$ cat src/rtl/music_requester.sv
// Music note requester: fetches 4-bit note codes over a two-wire handshake
// (data_rq / data_rd) and plays each code 1..8 as a square wave for a fixed
// note duration. Codes 0 and 9..15 are accepted but produce no sound.
module music_requester #(
    parameter int unsigned NOTE_LEN   = 25000000,
    parameter int unsigned TONE_SHIFT = 0
) (
    input  logic       clock,
    input  logic       reset,
    input  logic [3:0] sound_code,
    input  logic       data_rd,
    output logic       data_rq,
    output logic       tone_out,
    output logic       note_active,
    output logic [3:0] cur_code
);

    typedef enum logic [3:0] {
        S_REQ     = 4'b0001,
        S_ACK     = 4'b0010,
        S_PLAY    = 4'b0100,
        S_RELEASE = 4'b1000
    } state_t;

    // Last cycle of a note; the duration counter never passes this value.
    localparam logic [31:0] DUR_LAST = 32'(NOTE_LEN - 1);

    state_t      state;
    state_t      state_next;

    logic [16:0] half_cnt;
    logic [31:0] dur_cnt;

    logic [16:0] half_cnt_d;
    logic [31:0] dur_cnt_d;
    logic        data_rq_d;
    logic        tone_d;
    logic        note_active_d;
    logic [3:0]  cur_code_d;

    logic [16:0] half_len;
    logic        half_wrap;
    logic        stay_play;
    logic        audible;

    // Half-period of a note in clock cycles, scaled down by TONE_SHIFT and
    // kept at least 1 so the wrap compare below is always reachable.
    function automatic logic [16:0] half_period(input logic [3:0] code);
        logic [16:0] base;
        logic [16:0] scaled;
        case (code)
            4'd1:    base = 17'd95556;
            4'd2:    base = 17'd85131;
            4'd3:    base = 17'd75843;
            4'd4:    base = 17'd71586;
            4'd5:    base = 17'd63776;
            4'd6:    base = 17'd56818;
            4'd7:    base = 17'd50619;
            4'd8:    base = 17'd47778;
            default: base = 17'd1;
        endcase
        scaled = base >> TONE_SHIFT;
        return (scaled == 17'd0) ? 17'd1 : scaled;
    endfunction

    assign half_len  = half_period(cur_code);
    assign half_wrap = (half_cnt == half_len - 17'd1);
    assign audible   = (cur_code >= 4'd1) && (cur_code <= 4'd8);
    assign stay_play = (state == S_PLAY) && (state_next == S_PLAY);

    // State register.
    always_ff @(posedge clock) begin
        // NOTE: sequential state is always assigned with <= so every flop
        // samples the pre-edge values regardless of statement order.
        if (reset) state <= S_REQ;
        else       state <= state_next;
    end

    // Next-state logic for the request / acknowledge / play / release cycle.
    always_comb begin
        // NOTE: default first so every path assigns state_next and no latch
        // is inferred.
        state_next = state;
        case (state)
            S_REQ:     if (data_rd) state_next = S_ACK;
            S_ACK:     if (!data_rd) state_next = audible ? S_PLAY : S_REQ;
            S_PLAY:    if (dur_cnt == DUR_LAST) state_next = S_RELEASE;
            S_RELEASE: state_next = S_REQ;
            default:   state_next = S_REQ;
        endcase
    end

    // Next values of the registered outputs and counters. Counters and the
    // tone restart from zero whenever the block is not staying in PLAY, so
    // each note starts low and rises exactly one half-period after entry.
    always_comb begin
        data_rq_d     = (state_next == S_REQ);
        note_active_d = (state_next == S_PLAY);
        cur_code_d    = cur_code;
        dur_cnt_d     = 32'd0;
        half_cnt_d    = 17'd0;
        tone_d        = 1'b0;

        if (state == S_REQ && data_rd) cur_code_d = sound_code;

        if (stay_play) begin
            dur_cnt_d  = dur_cnt + 32'd1;
            half_cnt_d = half_wrap ? 17'd0 : half_cnt + 17'd1;
            tone_d     = half_wrap ? ~tone_out : tone_out;
        end
    end

    // Output and counter registers.
    always_ff @(posedge clock) begin
        if (reset) begin
            data_rq     <= 1'b0;
            tone_out    <= 1'b0;
            note_active <= 1'b0;
            cur_code    <= 4'd0;
            dur_cnt     <= 32'd0;
            half_cnt    <= 17'd0;
        end else begin
            data_rq     <= data_rq_d;
            tone_out    <= tone_d;
            note_active <= note_active_d;
            cur_code    <= cur_code_d;
            dur_cnt     <= dur_cnt_d;
            half_cnt    <= half_cnt_d;
        end
    end

endmodule

$ cat config.mk
export PLATFORM = sky130hd
export DESIGN_NAME = music_requester
export DESIGN_NICKNAME = d
export VERILOG_FILES = /design/src/rtl/music_requester.sv
export SDC_FILE = /design/constraint.sdc
export NUM_CORES = 1
export LEC_CHECK = 0
export CORE_ASPECT_RATIO = 0.6
export CORE_UTILIZATION = 61
export CTS_BUF_LIST = sky130_fd_sc_hd__clkbuf_16
export CTS_CLUSTER_DIAMETER = 40
export DETAILED_ROUTE_END_ITERATION = 10
export PLACE_DENSITY = 0.92
export SLEW_MARGIN = 20
export SYNTH_ARGS = -nofsm -noshare
export SYNTH_HDL_FRONTEND = slang
export SYNTH_SLANG_ARGS = --single-unit
$ cat constraint.sdc
create_clock -name clock -period 4.1 [get_ports clock]
set_input_delay 0.615 -clock clock [delete_from_list [all_inputs] [get_ports clock]]
set_output_delay 0.615 -clock clock [all_outputs]
set_load 0.01 [all_outputs]
==> impl_metrics.yaml <==
worst_setup_path:
  arrival_ns: 4.08
  end_kind: "register"
  startpoint_type: "register"
  crit_chain: "nor4_4 -> and3_1 -> a21o_1 -> inv_1 -> ha_1 -> nor4b_2 -> a31o_1 -> a221oi_1 -> nand4_1 -> or4_1 -> or4b_1 -> a21oi_1"
  path_buf_inv: 1
  critical_path.slowest_cell: "or4_1"
  cpLargestDelayFamily: "simple AND/OR/NAND/NOR gates"
  critPathMaxFanout: 8
  required_ns: 4.36
  path_class: "register to register"
  cpPeakStageDelay_ns: 0.56
floorplanning:
  fp.dieW_um: 105
  start_util_pct: 63.3
  io_pins: 14
  coreArea_sq_um: 6110
  die-area_sq_um: 6680
  rows: 22
  die_h_um: 63.7
routing:
  dr.pass1.iters: 4
  vias_per_cell: 6.02
  remaining_drc_errors: 0
  routedWlPerCell_um: 15.6
  vias: 3365
  ant_nets: 0
  wirelength_um: 8740
  drt_iter0_drc: 240
logic_synthesis:
  seq_area_frac_synth_pct: 39.8
  synth_nets: 474
  synth_edf_count: 0
  synth_top_family_by_area: "simple AND/OR/NAND/NOR gates"
  synth_compound_area_share_pct: 9.31
  synth-adder-area-share_pct: 2.91
  synth_area_sq_um: 3870
  syn_avg_cell_area_sq_um: 8.45
  ys_types: 53
  synth_xor_area_share_pct: 12.2
  synth_ff_type: "dfxtp_1"
  yosysTopAreaCell: "dfxtp_1"
  synth_top_cell_area_share_pct: 39.8
  yosys_warnings: 0
  synth-async-reset-ratio_pct: 0
  synth-simple-area-share_pct: 30.9
  synthMuxAreaShare_pct: 1.55
  synth.area.top_cells: "dfxtp_1 (40%), xor2_1 (6.8%), nor2_1 (6.3%), xnor2_1 (5.4%), nor3_1 (4.7%)"
  netlist_instances: 458
  yosys_register_bits: 77
pwr:
  pwr-share-clk_pct: 42.9
  power.internal_mw: 1.42
  p_switching_uw: 485
  p_seq_share_pct: 42.6
  power_density_nw_per_um2: 432
  p_leak_nw: 1.60
  max-vdd-ir-drop_uv: 310
  power_frac_comb_pct: 14.5
  switching_share_pct: 25.5
global_routing:
  grt_pass1_vias: 3053
  grt.busiest_layer: "met1"
  grt_use_met2_pct: 39.7
  grt_use_met3_pct: 8.39
  antenna_found_initial: 0
  grt.total_usage_pct: 28.2
  grt_overflow: 0
  use_met1_pct: 41.2
  grt_max_degree: 39
  grt_pass1_wl_um: 14500
placement:
  portBuffers: 13
  dp_slack_ns: 0.201
  dpl_cell_area_sq_um: 4090
  hpwl_um: 6390
  dp_cells: 544
  gp_congestion: 0.873
final_layout:
  post-route-util_pct: 72.1
  syn2layout_area_growth_pct: 13.8
  mostFrequentLayoutCell: "dfxtp_1"
  nets: 487
  mostFrequentLayoutCells: "dfxtp_1 (77), nor2_1 (65), nor3_1 (36)"
  fin_cells: 559
  insertedDiodeCount: 0
  postLayoutCellArea_sq_um: 4410
  drive_gt1_share_pct: 6.32
clock_network:
  path_clk_slew_ns: 0.06
  cts_sinks: 77
  clock_latency_ns: 0.34
  cts_setup_buffers: 0
  cts_tree: "built"
  ctsHtreeMaxLevel: 3
  cts_root_buf: "clkbuf_16"
  clockBufferDepth: 2
  numCtsBuffers: 9
timing:
  setup_slack_ns: 0.285
  maxSlewHeadroom_pct: 35.3
  tightest_slew_ns: 0.968
  fin_skew_ns: 0.00484
  setup_viol: 0
  tns_ns: 0
  post-route-period-util_pct: 93.1
  slew_viol_final: 0
  rsz0062_at_grt: "no"
  fin_crit_ns: 3.82
  hold_viol: 0
  max_freq_ghz: 0.262
min_path:
  hold_class: "register to register"
  min_from: "dur_cnt[0]$_SDFF_PP0_"
outcome:
  status: "finished, final reports clean"
run:
  cap_viol_max_count: 0
cells by family after synthesis:
kind of cell / count (synthesis)
and+or+nand+nor: 224
DFF: 77
xor gates and xnor gates: 54
adders and majority gates: 9
muxes: 6
buffers and inverters: 32
AOI/OAI and AO/OA: 56
synth_stat cells (3+ instances only):
library cell and n:
nor4b_1 5, nor3_1 36, or4_4 3, a31oi_1 5, nor2_1 65, mux2i_1 6, a21oi_1 12, ha_1 9
nor4_1 3, or3_1 6, inv_1 16, xnor2_1 24, o21ai_1 9, or4b_1 3, clkbuf_1 14, nand4_1 16
xor2_1 30, nand2_1 23, and4_1 6, o21ai_0 8, nor3b_1 3, dfxtp_1 77, nor2b_1 4, and3_1 14
nand3_1 23
layer usage:
metal  up-vias  wire [um]
met4         0         95
met1      1603       4560
met5         -          0
li1       1653          -
met3        12        527
met2        97       3560
power groups by stage:
| stage | registers [mW] | logic [mW] | clock network, mW |
|---|---|---|---|
| floorplan | 0.818 | 0.197 | 0 |
| global placement | 0.822 | 0.265 | 0 |
| detailed placement | 0.824 | 0.265 | 0 |
| CTS | 0.808 | 0.268 | 0.822 |
| global route | 0.814 | 0.302 | 0.855 |
| finish | 0.811 | 0.276 | 0.816 |
metrics by stage:
step                hold slack [ns]  power (mW)
global route                  0.509        1.97
global placement              0.444        1.09
detailed placement            0.459        1.09
CTS                           0.473        1.90
floorplan                     0.426        1.01
finish                        0.467        1.90
timing repair:
action,in CTS,in global routing
resized for setup,0,1
hold buffers,0,0
endpoints found under the setup margin,0,1
layout make-up:
class	count	area, sq um
multi-input combinational	349	2230
fill	496	1700
sequential	77	1540
clock buffer	9	225
timing repair buffer	18	168
tap	84	105
clock inverter	6	80.1
inverter	16	60.1
path summary, 6_finish.rpt:
check / endpoint / slack [ns] / cells past startpoint
setup reg to reg: tone_out$_SDFFE_PP0N_ / 0.28 / 12
hold reg to reg: dur_cnt[0]$_SDFF_PP0_ / 0.47 / 1
hold / removal: dur_cnt[0]$_SDFF_PP0_ / 0.47 / 1
setup / recovery: tone_out$_SDFFE_PP0N_ / 0.28 / 12
Note: power is estimated with default switching activity, not from simulation.
